[src/rtl/pulse_seq_ctrl_pkg.sv]
// Shared state encodings, default widths and small helpers for the pulse sequencer.
package pulse_seq_ctrl_pkg;

  localparam logic [2:0] ST_IDLE = 3'd0;
  localparam logic [2:0] ST_LOAD = 3'd1;
  localparam logic [2:0] ST_RUN  = 3'd2;
  localparam logic [2:0] ST_NEXT = 3'd3;
  localparam logic [2:0] ST_DONE = 3'd4;

  localparam int DEF_STEPS = 4;
  localparam int DEF_CNT_W = 32;
  localparam int DEF_REP_W = 16;

  // DONE is deliberately excluded: the host may reprogram the table during the done pulse
  function automatic logic is_busy_state(input logic [2:0] st);
    return (st == ST_LOAD) || (st == ST_RUN) || (st == ST_NEXT);
  endfunction

endpackage

[src/rtl/pulse_seq_ctrl_if.sv]
// Host-side config/control/status bundle of the pulse sequencer, plus the io pin.
interface pulse_seq_ctrl_if import pulse_seq_ctrl_pkg::*; #(
  parameter int STEPS = DEF_STEPS,
  parameter int CNT_W = DEF_CNT_W,
  parameter int REP_W = DEF_REP_W
);
  localparam int IDX_W = $clog2(STEPS);

  logic             cfg_we;
  logic [IDX_W-1:0] cfg_addr;
  logic [CNT_W-1:0] cfg_half;
  logic [REP_W-1:0] cfg_reps;
  logic             start;
  logic             abort;
  logic             loop_en;
  logic             busy;
  logic             done;
  logic [IDX_W-1:0] step_idx;
  logic             io;

  modport master (
    output cfg_we, cfg_addr, cfg_half, cfg_reps, start, abort, loop_en,
    input  busy, done, step_idx, io
  );

  modport slave (
    input  cfg_we, cfg_addr, cfg_half, cfg_reps, start, abort, loop_en,
    output busy, done, step_idx, io
  );

endinterface

[src/rtl/pulse_seq_ctrl_table.sv]
// Step table: STEPS entries of {half, reps}, synchronous write, asynchronous read.
module pulse_seq_table import pulse_seq_ctrl_pkg::*; #(
  parameter int STEPS = DEF_STEPS,
  parameter int CNT_W = DEF_CNT_W,
  parameter int REP_W = DEF_REP_W,
  localparam int IDX_W = $clog2(STEPS),
  localparam int ENT_W = CNT_W + REP_W
) (
  input  logic             sysclk,
  input  logic             rst_n,
  input  logic             we,
  input  logic [IDX_W-1:0] waddr,
  input  logic [ENT_W-1:0] wdata,
  input  logic [IDX_W-1:0] raddr,
  output logic [ENT_W-1:0] rdata
);

  logic [ENT_W-1:0] mem [STEPS];

  always_ff @(posedge sysclk or negedge rst_n) begin
    if (!rst_n) begin
      for (int i = 0; i < STEPS; i++) mem[i] <= '0;
    end else if (we) begin
      mem[waddr] <= wdata;
    end
  end

  assign rdata = mem[raddr];

endmodule

[src/rtl/pulse_seq_ctrl.sv]
// Table-driven square-wave sequencer: walks the step table, toggling io every half
// cycles for reps toggles per step, with start/abort control and optional looping.
module pulse_seq_ctrl import pulse_seq_ctrl_pkg::*; #(
  parameter int STEPS = DEF_STEPS,
  parameter int CNT_W = DEF_CNT_W,
  parameter int REP_W = DEF_REP_W
) (
  input  logic            sysclk,
  input  logic            rst_n,
  pulse_seq_ctrl_if.slave bus
);

  localparam int IDX_W = $clog2(STEPS);
  localparam int ENT_W = CNT_W + REP_W;

  logic [2:0]       state;
  logic [IDX_W-1:0] step_idx;
  logic [CNT_W-1:0] cnt;
  logic [REP_W-1:0] rem;
  logic             io_q;
  logic             busy;
  logic             tbl_we;
  logic [ENT_W-1:0] tbl_rdata;
  logic [CNT_W-1:0] cur_half;
  logic [REP_W-1:0] cur_reps;
  logic             last_step;

  assign busy      = is_busy_state(state);
  assign tbl_we    = bus.cfg_we & ~busy;
  assign cur_half  = tbl_rdata[ENT_W-1:REP_W];
  assign cur_reps  = tbl_rdata[REP_W-1:0];
  assign last_step = (step_idx == IDX_W'(STEPS - 1));

  pulse_seq_table #(
    .STEPS (STEPS),
    .CNT_W (CNT_W),
    .REP_W (REP_W)
  ) u_table (
    .sysclk (sysclk),
    .rst_n  (rst_n),
    .we     (tbl_we),
    .waddr  (bus.cfg_addr),
    .wdata  ({bus.cfg_half, bus.cfg_reps}),
    .raddr  (step_idx),
    .rdata  (tbl_rdata)
  );

  // abort outranks every other transition once the sequencer has left IDLE
  always_ff @(posedge sysclk or negedge rst_n) begin
    if (!rst_n) begin
      state    <= ST_IDLE;
      step_idx <= '0;
      cnt      <= '0;
      rem      <= '0;
      io_q     <= 1'b0;
    end else if (bus.abort && (state != ST_IDLE)) begin
      state    <= ST_IDLE;
      step_idx <= '0;
      cnt      <= '0;
      rem      <= '0;
      io_q     <= 1'b0;
    end else begin
      case (state)
        ST_IDLE: begin
          if (bus.start && !bus.abort) begin
            state    <= ST_LOAD;
            step_idx <= '0;
          end
        end
        ST_LOAD: begin
          cnt <= '0;
          rem <= cur_reps;
          if ((cur_half == '0) || (cur_reps == '0)) state <= ST_NEXT;
          else                                      state <= ST_RUN;
        end
        ST_RUN: begin
          if (cnt == cur_half - CNT_W'(1)) begin
            io_q <= ~io_q;
            cnt  <= '0;
            rem  <= rem - REP_W'(1);
            if (rem == REP_W'(1)) state <= ST_NEXT;
          end else begin
            cnt <= cnt + CNT_W'(1);
          end
        end
        ST_NEXT: begin
          if (!last_step) begin
            step_idx <= step_idx + IDX_W'(1);
            state    <= ST_LOAD;
          end else if (bus.loop_en) begin
            step_idx <= '0;
            state    <= ST_LOAD;
          end else begin
            step_idx <= '0;
            io_q     <= 1'b0;
            state    <= ST_DONE;
          end
        end
        ST_DONE: begin
          io_q  <= 1'b0;
          state <= ST_IDLE;
        end
        default: state <= ST_IDLE;
      endcase
    end
  end

  assign bus.busy     = busy;
  assign bus.done     = (state == ST_DONE);
  assign bus.step_idx = step_idx;
  assign bus.io       = io_q;

endmodule

[src/flat_wrapper.sv]
// flat-port wrapper written by rule: the top's interface ports become plain ports
module pulse_seq_ctrl_flat import pulse_seq_ctrl_pkg::*;
#(
  parameter int STEPS = DEF_STEPS,
  parameter int CNT_W = DEF_CNT_W,
  parameter int REP_W = DEF_REP_W
)
  (sysclk, rst_n, bus_cfg_we, bus_cfg_addr, bus_cfg_half, bus_cfg_reps, bus_start, bus_abort, bus_loop_en, bus_busy, bus_done, bus_step_idx, bus_io);
  pulse_seq_ctrl_if #(.STEPS(STEPS), .CNT_W(CNT_W), .REP_W(REP_W)) bus_i ();
  input  logic sysclk;
  input  logic rst_n;
  input wire logic [$bits(bus_i.cfg_we)-1:0] bus_cfg_we;
  input wire logic [$bits(bus_i.cfg_addr)-1:0] bus_cfg_addr;
  input wire logic [$bits(bus_i.cfg_half)-1:0] bus_cfg_half;
  input wire logic [$bits(bus_i.cfg_reps)-1:0] bus_cfg_reps;
  input wire logic [$bits(bus_i.start)-1:0] bus_start;
  input wire logic [$bits(bus_i.abort)-1:0] bus_abort;
  input wire logic [$bits(bus_i.loop_en)-1:0] bus_loop_en;
  output wire logic [$bits(bus_i.busy)-1:0] bus_busy;
  output wire logic [$bits(bus_i.done)-1:0] bus_done;
  output wire logic [$bits(bus_i.step_idx)-1:0] bus_step_idx;
  output wire logic [$bits(bus_i.io)-1:0] bus_io;
  assign bus_i.cfg_we = bus_cfg_we;
  assign bus_i.cfg_addr = bus_cfg_addr;
  assign bus_i.cfg_half = bus_cfg_half;
  assign bus_i.cfg_reps = bus_cfg_reps;
  assign bus_i.start = bus_start;
  assign bus_i.abort = bus_abort;
  assign bus_i.loop_en = bus_loop_en;
  assign bus_busy = bus_i.busy;
  assign bus_done = bus_i.done;
  assign bus_step_idx = bus_i.step_idx;
  assign bus_io = bus_i.io;
  pulse_seq_ctrl #(.STEPS(STEPS), .CNT_W(CNT_W), .REP_W(REP_W)) u_core (.sysclk(sysclk), .rst_n(rst_n), .bus(bus_i));
endmodule
[config.mk]
export PLATFORM = sky130hd
export DESIGN_NAME = pulse_seq_ctrl_flat
export DESIGN_NICKNAME = d
export VERILOG_FILES = /design/src/rtl/pulse_seq_ctrl_pkg.sv /design/src/rtl/pulse_seq_ctrl_if.sv /design/src/rtl/pulse_seq_ctrl_table.sv /design/src/rtl/pulse_seq_ctrl.sv /design/src/flat_wrapper.sv
export SDC_FILE = /design/constraint.sdc
export NUM_CORES = 1
export LEC_CHECK = 0
export CAP_MARGIN = 25
export CORE_ASPECT_RATIO = 1.5
export CORE_UTILIZATION = 50
export DETAILED_ROUTE_END_ITERATION = 12
export PLACE_DENSITY = 0.65
export RECOVER_POWER = 50
export SYNTH_ARGS = -nofsm -noshare
export SYNTH_HDL_FRONTEND = slang
export SYNTH_HIERARCHICAL = 1
export SYNTH_SLANG_ARGS = --single-unit
[constraint.sdc]
create_clock -name sysclk -period 6.03 [get_ports sysclk]
set_clock_uncertainty 0.2 [all_clocks]
set_input_delay 1.206 -clock sysclk [delete_from_list [all_inputs] [get_ports sysclk]]
set_output_delay 1.206 -clock sysclk [all_outputs]
set_load 0.03 [all_outputs]
# Yosys cells after proc, flatten, opt, wreduce, memory -nomap -nowiden
# Cells that the tools add are included.
[word_totals] reg_bits=246 inputBits=56 out_inout_bits=5 word_cells=80
[op_classes] addsub=4 n_lt_le_gt_ge=3 n_eq_ne=12 n_mux=29 n_bitwise=5 n_reduce_logical=18
[ops] operator="$bwmux W192" count=1
[ops] operator="$mux W48" count=3
[ops] operator="$bmux W48 S2" count=1
[ops] operator="$demux W48 S2" count=1
[ops] operator="$mux W32" count=2
[ops] operator="$pmux W32 S2" count=1
[ops] operator="$add A32 B1 Y32 const B" count=1
[ops] operator="$eq A32 B32 Y1" count=1
[ops] operator="$logic_not A32 Y1" count=1
[ops] operator="$mux W16" count=2
[ops] operator="$pmux W16 S2" count=1
[ops] operator="$sub A32 B1 Y32 const B" count=1
[ops] operator="$mux W3" count=6
[ops] operator="$eq A16 B1 Y1 const B" count=1
[ops] operator="$logic_not A16 Y1" count=1
[ops] operator="$sub A16 B1 Y16 const B" count=1
[ops] operator="$pmux W3 S4" count=1
[ops] operator="$ne A3 B3 Y1 const B" count=3
[ops] operator="$reduce_bool A3 Y1" count=3
[ops] operator="$eq A3 B2 Y1 const B" count=2
[ops] operator="$ge A3 B3 Y1 const B" count=2
[ops] operator="$mux W2" count=3
[ops] operator="$not A2 Y3" count=2
[ops] operator="$mux W1" count=5
[ops] operator="19 further kinds" count=25

# Longest topological paths before layout
# Gate-level depths: netlist of the first run.
[logic_depth] ltp_word=9 depth_mapped=16 mapped_depth_nobuf=12

# Hierarchy
# The synthesis of the first run kept the hierarchy.
[modules_own_cells] module="pulse_seq_table" n_inst=1 cells_each=466 area_per_inst_um2=8295.5 seq_area_each_um2=4804.6
[modules_own_cells] module="pulse_seq_ctrl" n_inst=1 cells_each=524 area_per_inst_um2=4301.6 seq_area_each_um2=1351.3

# Worst setup path after synthesis of the first run
# No wires, ideal clock.
[synth_path] path_kind="flip-flop to flip-flop" start="reg u_core.step_idx[0], in the netlist u_core/bus.step_idx[0]" end="reg u_core.rem[9]" setup_ps=130 t_arrival_ps=4284 required_ps=5700 slack_ps=1416 path_stages_with_launch=15 n_path_buf=3 synth_period_minus_slack_ps=4614 path_cell_list="dfrtp_1 > buf_2 > mux4_2 > clkbuf_1 > inv_1 > ha_1 > or3b_1 > nor4b_1 > o32ai_1 > or4bb_1 > a2111oi_1 > nand3_2 > buf_4 > nor4_2 > o22ai_2"
[synth_via] elab_chain_len=8 elab_cells_between_ends=10 classes_between="add/sub: 1; eq/ne: 2; mux: 5; bitwise: 1; reduce/logical: 1"
[synth_lines] element="from (decl)" line_no="pulse_seq_ctrl.sv:17" source="logic [IDX_W-1:0] step_idx;"
[synth_lines] element="from (signal assigned)" line_no="pulse_seq_ctrl.sv:88" source="step_idx <= step_idx + IDX_W'(1);"
[synth_lines] element="$not A2 Y3 (not written as such)" line_no="pulse_seq_ctrl_table.sv:28" source="assign rdata = mem[raddr];"
[synth_lines] element="$bmux W48 S2" line_no="pulse_seq_ctrl_table.sv:28"
[synth_lines] element="$mux W48 (not written as such) (2 in a row)" line_no="pulse_seq_ctrl_table.sv:28"
[synth_lines] element="named net u_core.tbl_rdata[16]" line_no="pulse_seq_ctrl.sv:23" source="logic [ENT_W-1:0] tbl_rdata;"
[synth_lines] element="$sub A32 B1 Y32" line_no="pulse_seq_ctrl.sv:77" source="if (cnt == cur_half - CNT_W'(1)) begin"
[synth_lines] element="$eq A32 B32 Y1" line_no="pulse_seq_ctrl.sv:77"
[synth_lines] element="$ne A3 B3 Y1 (no source line)"
[synth_lines] element="$reduce_and A2 Y1 (no source line)"
[synth_lines] element="to (signal assigned)" line_no="pulse_seq_ctrl.sv:72" source="rem <= cur_reps;"
[synth_lines] element="to (signal assigned)" line_no="pulse_seq_ctrl.sv:80" source="rem <= rem - REP_W'(1);"
[synth_lines] element="to (decl)" line_no="pulse_seq_ctrl.sv:19" source="logic [REP_W-1:0] rem;"
# The timed path passes the listed nets, and every way through them passes these cells. The select of a mux whose other input is x is not followed.
# A chain may end at the register's enable or synchronous reset.

# Final worst setup path of the first run
[layout_path] start="reg u_core.step_idx[0], in the netlist u_core/bus.step_idx[0]" end="reg u_core.rem[14]"
# Same word-level chain as after synthesis.

==> impl_summary.log, run 1 <==
[metrics] status: complete, but fails checks
[metrics] violations in the final reports: capacitance limit, slew limit
[metrics] initial standard-cell utilization of the core: roughly half
[metrics] Post-synth EDFFs: 0
[metrics] Boundary Pins: 61
[metrics] antenna violations before repair: 0
[metrics] full die area: 25800 um2
[metrics] clk slew on worst S/H paths: 0.06 ns
[metrics] Routed WL: 28.1 mm
[metrics] Sw Share: 31.0%
[metrics] start-to-end type of the worst setup path: flip-flop to flip-flop
[metrics] latest clock arrival within the worst-skew pair: approximately 0.54 ns
[metrics] chip height: 196 um
[metrics] DRC violation total after the first TritonRoute iteration: 354
[metrics] remaining max-slew budget at the tightest pin: -107%
[metrics] highest cell delay on the worst timing path: 0.62 ns
[metrics] Hold Slack: 0.285 ns
[metrics] Critical R2R Launch: u_core/bus.step_idx[0]
[metrics] HPWL Detailed: just under 20 mm
[metrics] critical path data required time: 6.24 ns
[metrics] worst min path class: flip-flop to flip-flop
[metrics] crit path max fanout: 20
[metrics] worst supply voltage drop on vdd: ~0.28 mV
[metrics] Arr. time, crit path: about 5.2 ns
[metrics] signed area change from the synthesized netlist to the final layout: 12.9%
[metrics] Hold Fails Final Rpt: 0
[metrics] maximum buffer depth of the clock tree: 3
[metrics] number of clock sinks: 246
[metrics] portion of total power attributed to the clock network: about 27%
[metrics] Leakage Power: 5.64 nW
[metrics] final worst setup slack: 1.02 ns
[metrics] Routability Congestion: 0.847
[metrics] filler cell count: 2043
[metrics] path depth of the worst reg2reg path: 12
[metrics] flop2flop setup slack: 1.02 ns
[metrics] Worst Tran Pin Value: around 3.1 ns
[metrics] power spent charging and discharging nets: 1.72 mW
[metrics] proportion of layout cells with a drive suffix above 1: 22.7%
[metrics] width of the chip: 132 um
[metrics] final worst-path cycle share: 83.1%
[metrics] warning count from the yosys run: 6
[metrics] Post-Place Cell Area: 13400 um2
[metrics] post-synthesis area per instance: roughly 13 um2
[metrics] CTS H-tree lvls: 1
[metrics] Syn Nets: 1051
[metrics] part of the power in registers: between 40% and 50%
[metrics] library cell contributing the largest single delay on the critical path: mux4_2
[metrics] Min-Delay Path Depth: 1
[metrics] final number of setup-violating endpoints: 0
[metrics] Core Footprint: 24500 um2
[metrics] DRC violation count after routing: 0
[metrics] fin. max-slew vios: 155
[metrics] Post-Synthesis Cells: 990
[metrics] area of combinational cells with multiple inputs: 6060 um2
[metrics] cell-internal power: 3.83 mW
[metrics] shortest clock period the worst path allows after layout: between 5 and 6 ns
[metrics] startpoint of the tightest hold check path: u_core/u_table/mem[90]
[metrics] Row Count: 70
[metrics] relative contribution of combinational cells to total power: 29.0%
[metrics] routed via count divided by cell count: 5.87
[metrics] part of the Yosys area used for sequential elements: 48.9%
[metrics] Hold Buf Count CTS: 0
[metrics] Post-CTS Repair Setup Buffers: 0
[metrics] critical path capture point type: flip-flop
[metrics] post-synthesis cell area: 12600 um2
[metrics] pre-CTS WS: 1.03 ns
[metrics] total via count in the routed design: 8115
[metrics] root buf cell: clkbuf_16
[metrics] number of synthesized register bits: 246
[metrics] largest cells by area after synthesis: dfrtp_1 49%, mux2_2 10%, mux4_2 8.8%
[metrics] fraction of registers with async set/reset: 100%
[metrics] Crit Reg-Reg Endpoint: u_core/rem[14]
[metrics] detailed-router iteration count before antenna repair: 4
[metrics] proportion of netlist area held by the largest area contributor: 48.9%
[metrics] routed length per placed instance: 20.3 um
[metrics] highest clock rate: 199 MHz
[metrics] Post-Route Setup TNS: 0 ns
[metrics] CTS Buf Count: 25
[metrics] fin area: between 10000 and 15000 um2
[metrics] vias in the first global route: 8666
[metrics] diode insertion count for antenna repair: 0
[metrics] remaining antenna violation count: 0
[metrics] input/output buffers: 60
[metrics] most common library cell in the layout ignoring fill and taps: dfrtp_1
[metrics] leading cell types in the layout, fill and taps excluded: 244 x dfrtp_1, 113 x mux2_2, 80 x mux2_1, 58 x clkdlybuf4s50_1, 56 x nor2_1
[metrics] worst-case hold path end point: u_core/u_table/mem[90]
[metrics] post-CTS resize count: 0
[metrics] biggest area consumer among synthesized cells: dfrtp_1
[metrics] GR Util All Layers: 22.7%
[metrics] maxcap violations: 2
[metrics] sequential cell area: 6160 um2
[metrics] maximum number of pins on one net before global-route repair: 125
[metrics] number of nets at the end of the flow: 1100
[metrics] first-pass GRT wire length: 46.6 mm
[metrics] unrepaired setup endpoints after global routing: false
[metrics] number of different library cells in the post-synthesis netlist: 68
[metrics] power density over the cells: ~400 nW/um2
[metrics] kind of start point of the critical path: flip-flop
[metrics] Primary FF master, synth: dfrtp_1
[metrics] global route total overflow: 0
[metrics] clock tree from TritonCTS: done
[metrics] cell-by-cell listing of the critical path: buf_12, mux4_2, inv_1, ha_1, nor3b_1, and4_1, a31o_2, or4bb_1, a2111oi_1, nand3_2, nor4_1, o22ai_1
## power groups by stage
| stage | clock, mW | combinational (mW) | sequential (mW) |
|---|---|---|---|
| detailed placement | 0 | 1.62 | 2.46 |
| floorplan | 0 | 1.28 | 2.35 |
| global placement | 0 | 1.59 | 2.44 |
| CTS | 1.56 | 1.62 | 2.43 |
| global route | 1.62 | 1.76 | 2.50 |
| finish | 1.52 | 1.61 | 2.43 |
## how the worst max path moves through the flow
stage | startpoint | to | slack [ns] | cells after the start
floorplan | u_core/bus.step_idx[0] | u_core/rem[9] | 1.42 | 14
global placement | u_core/bus.step_idx[0] | u_core/rem[6] | 1.07 | 12
detailed placement | u_core/bus.step_idx[0] | u_core/rem[14] | 1.03 | 12
CTS | u_core/bus.step_idx[0] | u_core/rem[14] | 0.99 | 12
global route | rst_n | u_core/bus.step_idx[0] | 0.52 | 2
finish | u_core/bus.step_idx[0] | u_core/rem[14] | 1.02 | 12
## worst max-delay path: cells and delay by family, from the launching register on
kind	cells	cell delay (ns)
buffers and inverters	2	0.34
AO/OA/AOI/OAI	3	0.77
adder cells (fa/ha/maj)	1	0.28
flip-flops	1	0.59
AND/OR/NAND/NOR	5	2.04
multiplexers	1	0.62
## through the flow
stage	power, mW	utilization [%]	cells
6_report	5.55	58.0	1382
5_1_grt	5.87	58.0	1382
4_1_cts	5.61	58.1	1382
3_5_place_dp	4.07	54.8	1336
3_3_place_gp	4.02	54.8	1336
2_1_floorplan	3.62	-	990
## flip-flops by register name (all words and copies together), names as in the netlist
register,flops
u_core/u_table/mem,192
u_core/cnt,32
u_core/rem,16
u_core/state,3
u_core/bus.step_idx,2
u_core/bus.io,1
## cell usage after synthesis, types with 3 or more instances
cell,number
buf_4,3
nand3b_1,5
nor4_4,4
mux2_1,80
o31ai_1,4
nor2b_1,3
inv_1,13
mux4_2,49
or4_1,6
nand3_1,23
nor4_1,21
mux2_2,113
and4_1,3
nor3b_1,3
clkbuf_1,20
buf_2,19
nor2_1,56
o22ai_1,9
nand4_1,16
or3_1,10
or2_2,6
xor2_1,35
dfrtp_1,246
nand2_1,42
nand2b_1,10
o21ai_0,26
xnor2_1,31
o211ai_1,6
buf_6,13
a211oi_1,5
a21oi_1,23
and3_1,8
ha_1,5
nor3_1,32
## routing by layer
metal / wire length, um / track usage, % / part of all wire [%] / vias to the layer above
met3: 774 / 2.26 / 2.8 / 47
met4: 696 / 7.06 / 2.5 / 0
li1: - / - / - / 3760
met1: 11100 / 26.8 / 40 / 4179
met2: 15500 / 43.2 / 55 / 129
met5: 0 / 0 / 0 / -
## cell type report
| cell class | count | area share [%] |
|---|---|---|
| flip-flops and latches | 246 | 43.3 |
| clock buffers | 38 | 5.09 |
| repair buffers | 77 | 5.20 |
| multi-input cells | 676 | 42.6 |
| clock inverters | 8 | 0.563 |
| well taps | 324 | 2.85 |
| inverters | 13 | 0.343 |
## cell families after synthesis
| group | after synthesis | share of synthesized area [%] |
|---|---|---|
| xor gates and xnor gates | 66 | 4.59 |
| DFF | 246 | 48.9 |
| adders and majority gates | 5 | 0.497 |
| buffers and inverters | 68 | 3.08 |
| AOI/OAI and AO/OA | 97 | 5.01 |
| muxes | 244 | 26.2 |
| and+or+nand+nor | 264 | 11.8 |
(Power assumes the default switching activity.)
==> run 2: changes to the inputs <==
Clock period 6.03 ns to 4.64 ns, I/O delays scaled along.
==> impl_summary.log, run 2 (synthesis results as in run 1) <==
[metrics] status: complete, but fails checks
[metrics] violations in the final reports: capacitance limit, slew limit
[metrics] total via count in the routed design: 8315
[metrics] DRC violation total after the first TritonRoute iteration: 376
[metrics] highest clock rate: roughly 220 MHz
[metrics] latest clock arrival within the worst-skew pair: roughly 0.53 ns
[metrics] remaining max-slew budget at the tightest pin: -105%
[metrics] DRC violation count after routing: 0
[metrics] Routability Congestion: 0.881
[metrics] Routed WL: 29.1 mm
[metrics] biggest regs: u_core/u_table/mem (192), u_core/cnt (32), u_core/rem (16)
[metrics] HPWL Detailed: approximately 20 mm
[metrics] maximum buffer depth of the clock tree: 3
[metrics] final worst-path cycle share: approximately 96%
[metrics] full die area: 25800 um2
[metrics] CTS Buf Count: 25
[metrics] cell-by-cell listing of the critical path: buf_4, mux4_2, nor4_4, nand4_4, o41a_1, or4_1, and3_4, nor4_4, buf_4, nand3_4, nor4_1, o22ai_1
[metrics] Worst Tran Pin Value: 3.08 ns
[metrics] Core Footprint: 24500 um2
[metrics] signed area change from the synthesized netlist to the final layout: 14.6%
[metrics] routed length per placed instance: 20.9 um
[metrics] chip height: 196 um
[metrics] leading cell types in the layout, fill and taps excluded: 244 x dfrtp_1, 113 x mux2_2, 80 x mux2_1, 58 x clkdlybuf4s50_1, 56 x nor2_1
[metrics] Leakage Power: 5.72 nW
[metrics] root buf cell: clkbuf_16
[metrics] Post-Place Cell Area: roughly 14000 um2
[metrics] highest cell delay on the worst timing path: 0.63 ns
[metrics] fin. max-slew vios: 119
[metrics] input/output buffers: 60
[metrics] critical path data required time: 4.85 ns
[metrics] final number of setup-violating endpoints: 0
[metrics] global route total overflow: 0
[metrics] start-to-end type of the worst setup path: flip-flop to flip-flop
[metrics] antenna violations before repair: 0
[metrics] Hold Fails Final Rpt: 0
[metrics] shortest clock period the worst path allows after layout: 4.45 ns
[metrics] library cell contributing the largest single delay on the critical path: mux4_2
[metrics] most common library cell in the layout ignoring fill and taps: dfrtp_1
[metrics] clock tree from TritonCTS: done
[metrics] kind of start point of the critical path: flip-flop
[metrics] remaining antenna violation count: 0
[metrics] maxcap violations: 1
[metrics] vias in the first global route: 9061
[metrics] width of the chip: 132 um
[metrics] detailed-router iteration count before antenna repair: 5
[metrics] clk slew on worst S/H paths: 0.06 ns
[metrics] Post-Route Setup TNS: 0 ns
[metrics] GR Util All Layers: a little under a quarter
[metrics] Hold Buf Count CTS: 0
[metrics] worst min path class: flip-flop to flip-flop
[metrics] number of clock sinks: 246
[metrics] initial standard-cell utilization of the core: 51.4%
[metrics] worst supply voltage drop on vdd: 0.359 mV
[metrics] Arr. time, crit path: ~4.7 ns
[metrics] fin area: 14400 um2
[metrics] diode insertion count for antenna repair: 0
[metrics] power density over the cells: 506 nW/um2
[metrics] Boundary Pins: 61
[metrics] number of nets at the end of the flow: 1115
[metrics] Top delay family on crit path: simple AND/OR/NAND/NOR gates
[metrics] maximum number of pins on one net before global-route repair: between 100 and 150
[metrics] routed via count divided by cell count: slightly below 6
[metrics] largest register by flop count: u_core/u_table/mem
[metrics] critical path capture point type: flip-flop
[metrics] crit path max fanout: 12
[metrics] total power of the final layout: 7.30 mW
[metrics] proportion of layout cells with a drive suffix above 1: 24.6%
[metrics] Row Count: 70
[metrics] CTS H-tree lvls: 1
[metrics] Largest register FFs: 192
[metrics] first-pass GRT wire length: 48.1 mm
[metrics] CP Buf/Inv Count: 2
[run 2: routing by layer]
metal / wire length (um) / global-route usage [%] / part of all wire [%]
met2: 16000 / 44.4 / 55
met3: 857 / 2.70 / 2.9
met5: 0 / 0 / 0
met1: 11300 / 27.1 / 39
met4: 931 / 8.87 / 3.2
[run 2: what timing repair did]
item / 4_1_cts / 5_1_grt
pin swaps: 0 / 2
setup endpoints to repair: 3 / 46
buffers inserted: 0 / 4
gates resized for setup: 1 / 12
[run 2: metrics by stage]
step                hold WS, ns  setup slack [ns]  util (%)  instances
floorplan                 0.253            0.0259         -        990
global placement          0.264           -0.0215      55.3       1347
detailed placement        0.275           -0.0519      55.3       1347
CTS                       0.289            0.0399      58.5       1393
global route              0.300          -0.00704      58.9       1397
finish                    0.284             0.189      58.9       1397
[run 2: final timing paths]
kind / start / endpoint / slack, ns / depth (start not counted)
setup / recovery: u_core/bus.step_idx[0] / u_core/rem[6] / 0.19 / 12
hold / removal: u_core/u_table/mem[178] / u_core/u_table/mem[178] / 0.28 / 1
setup reg to reg: u_core/bus.step_idx[0] / u_core/rem[6] / 0.19 / 12
hold reg to reg: u_core/u_table/mem[178] / u_core/u_table/mem[178] / 0.28 / 1
max in group asynchronous: rst_n / u_core/bus.step_idx[0] / 0.82 / 1
min in group asynchronous: rst_n / u_core/u_table/mem[127] / 1.21 / 1
[run 2: area by class of cell]
cell class	count	area [um2]
Inverter	13	48.8
Tap cell	324	405
Timing Repair Buffer	92	896
Multi-Input combinational cell	676	6140
Fill cell	2061	10100
Clock buffer	40	752
Clock inverter	6	37.5
Sequential cell	246	6160
[run 2: power breakdown]
group | leakage, nW | switching [mW] | internal (mW)
Sequential | 3.01 | 0.372 | 2.80
Combinational | 2.32 | 1.09 | 1.10
Clock | 0.392 | 0.829 | 1.11
Total | 5.72 | 2.29 | 5.01
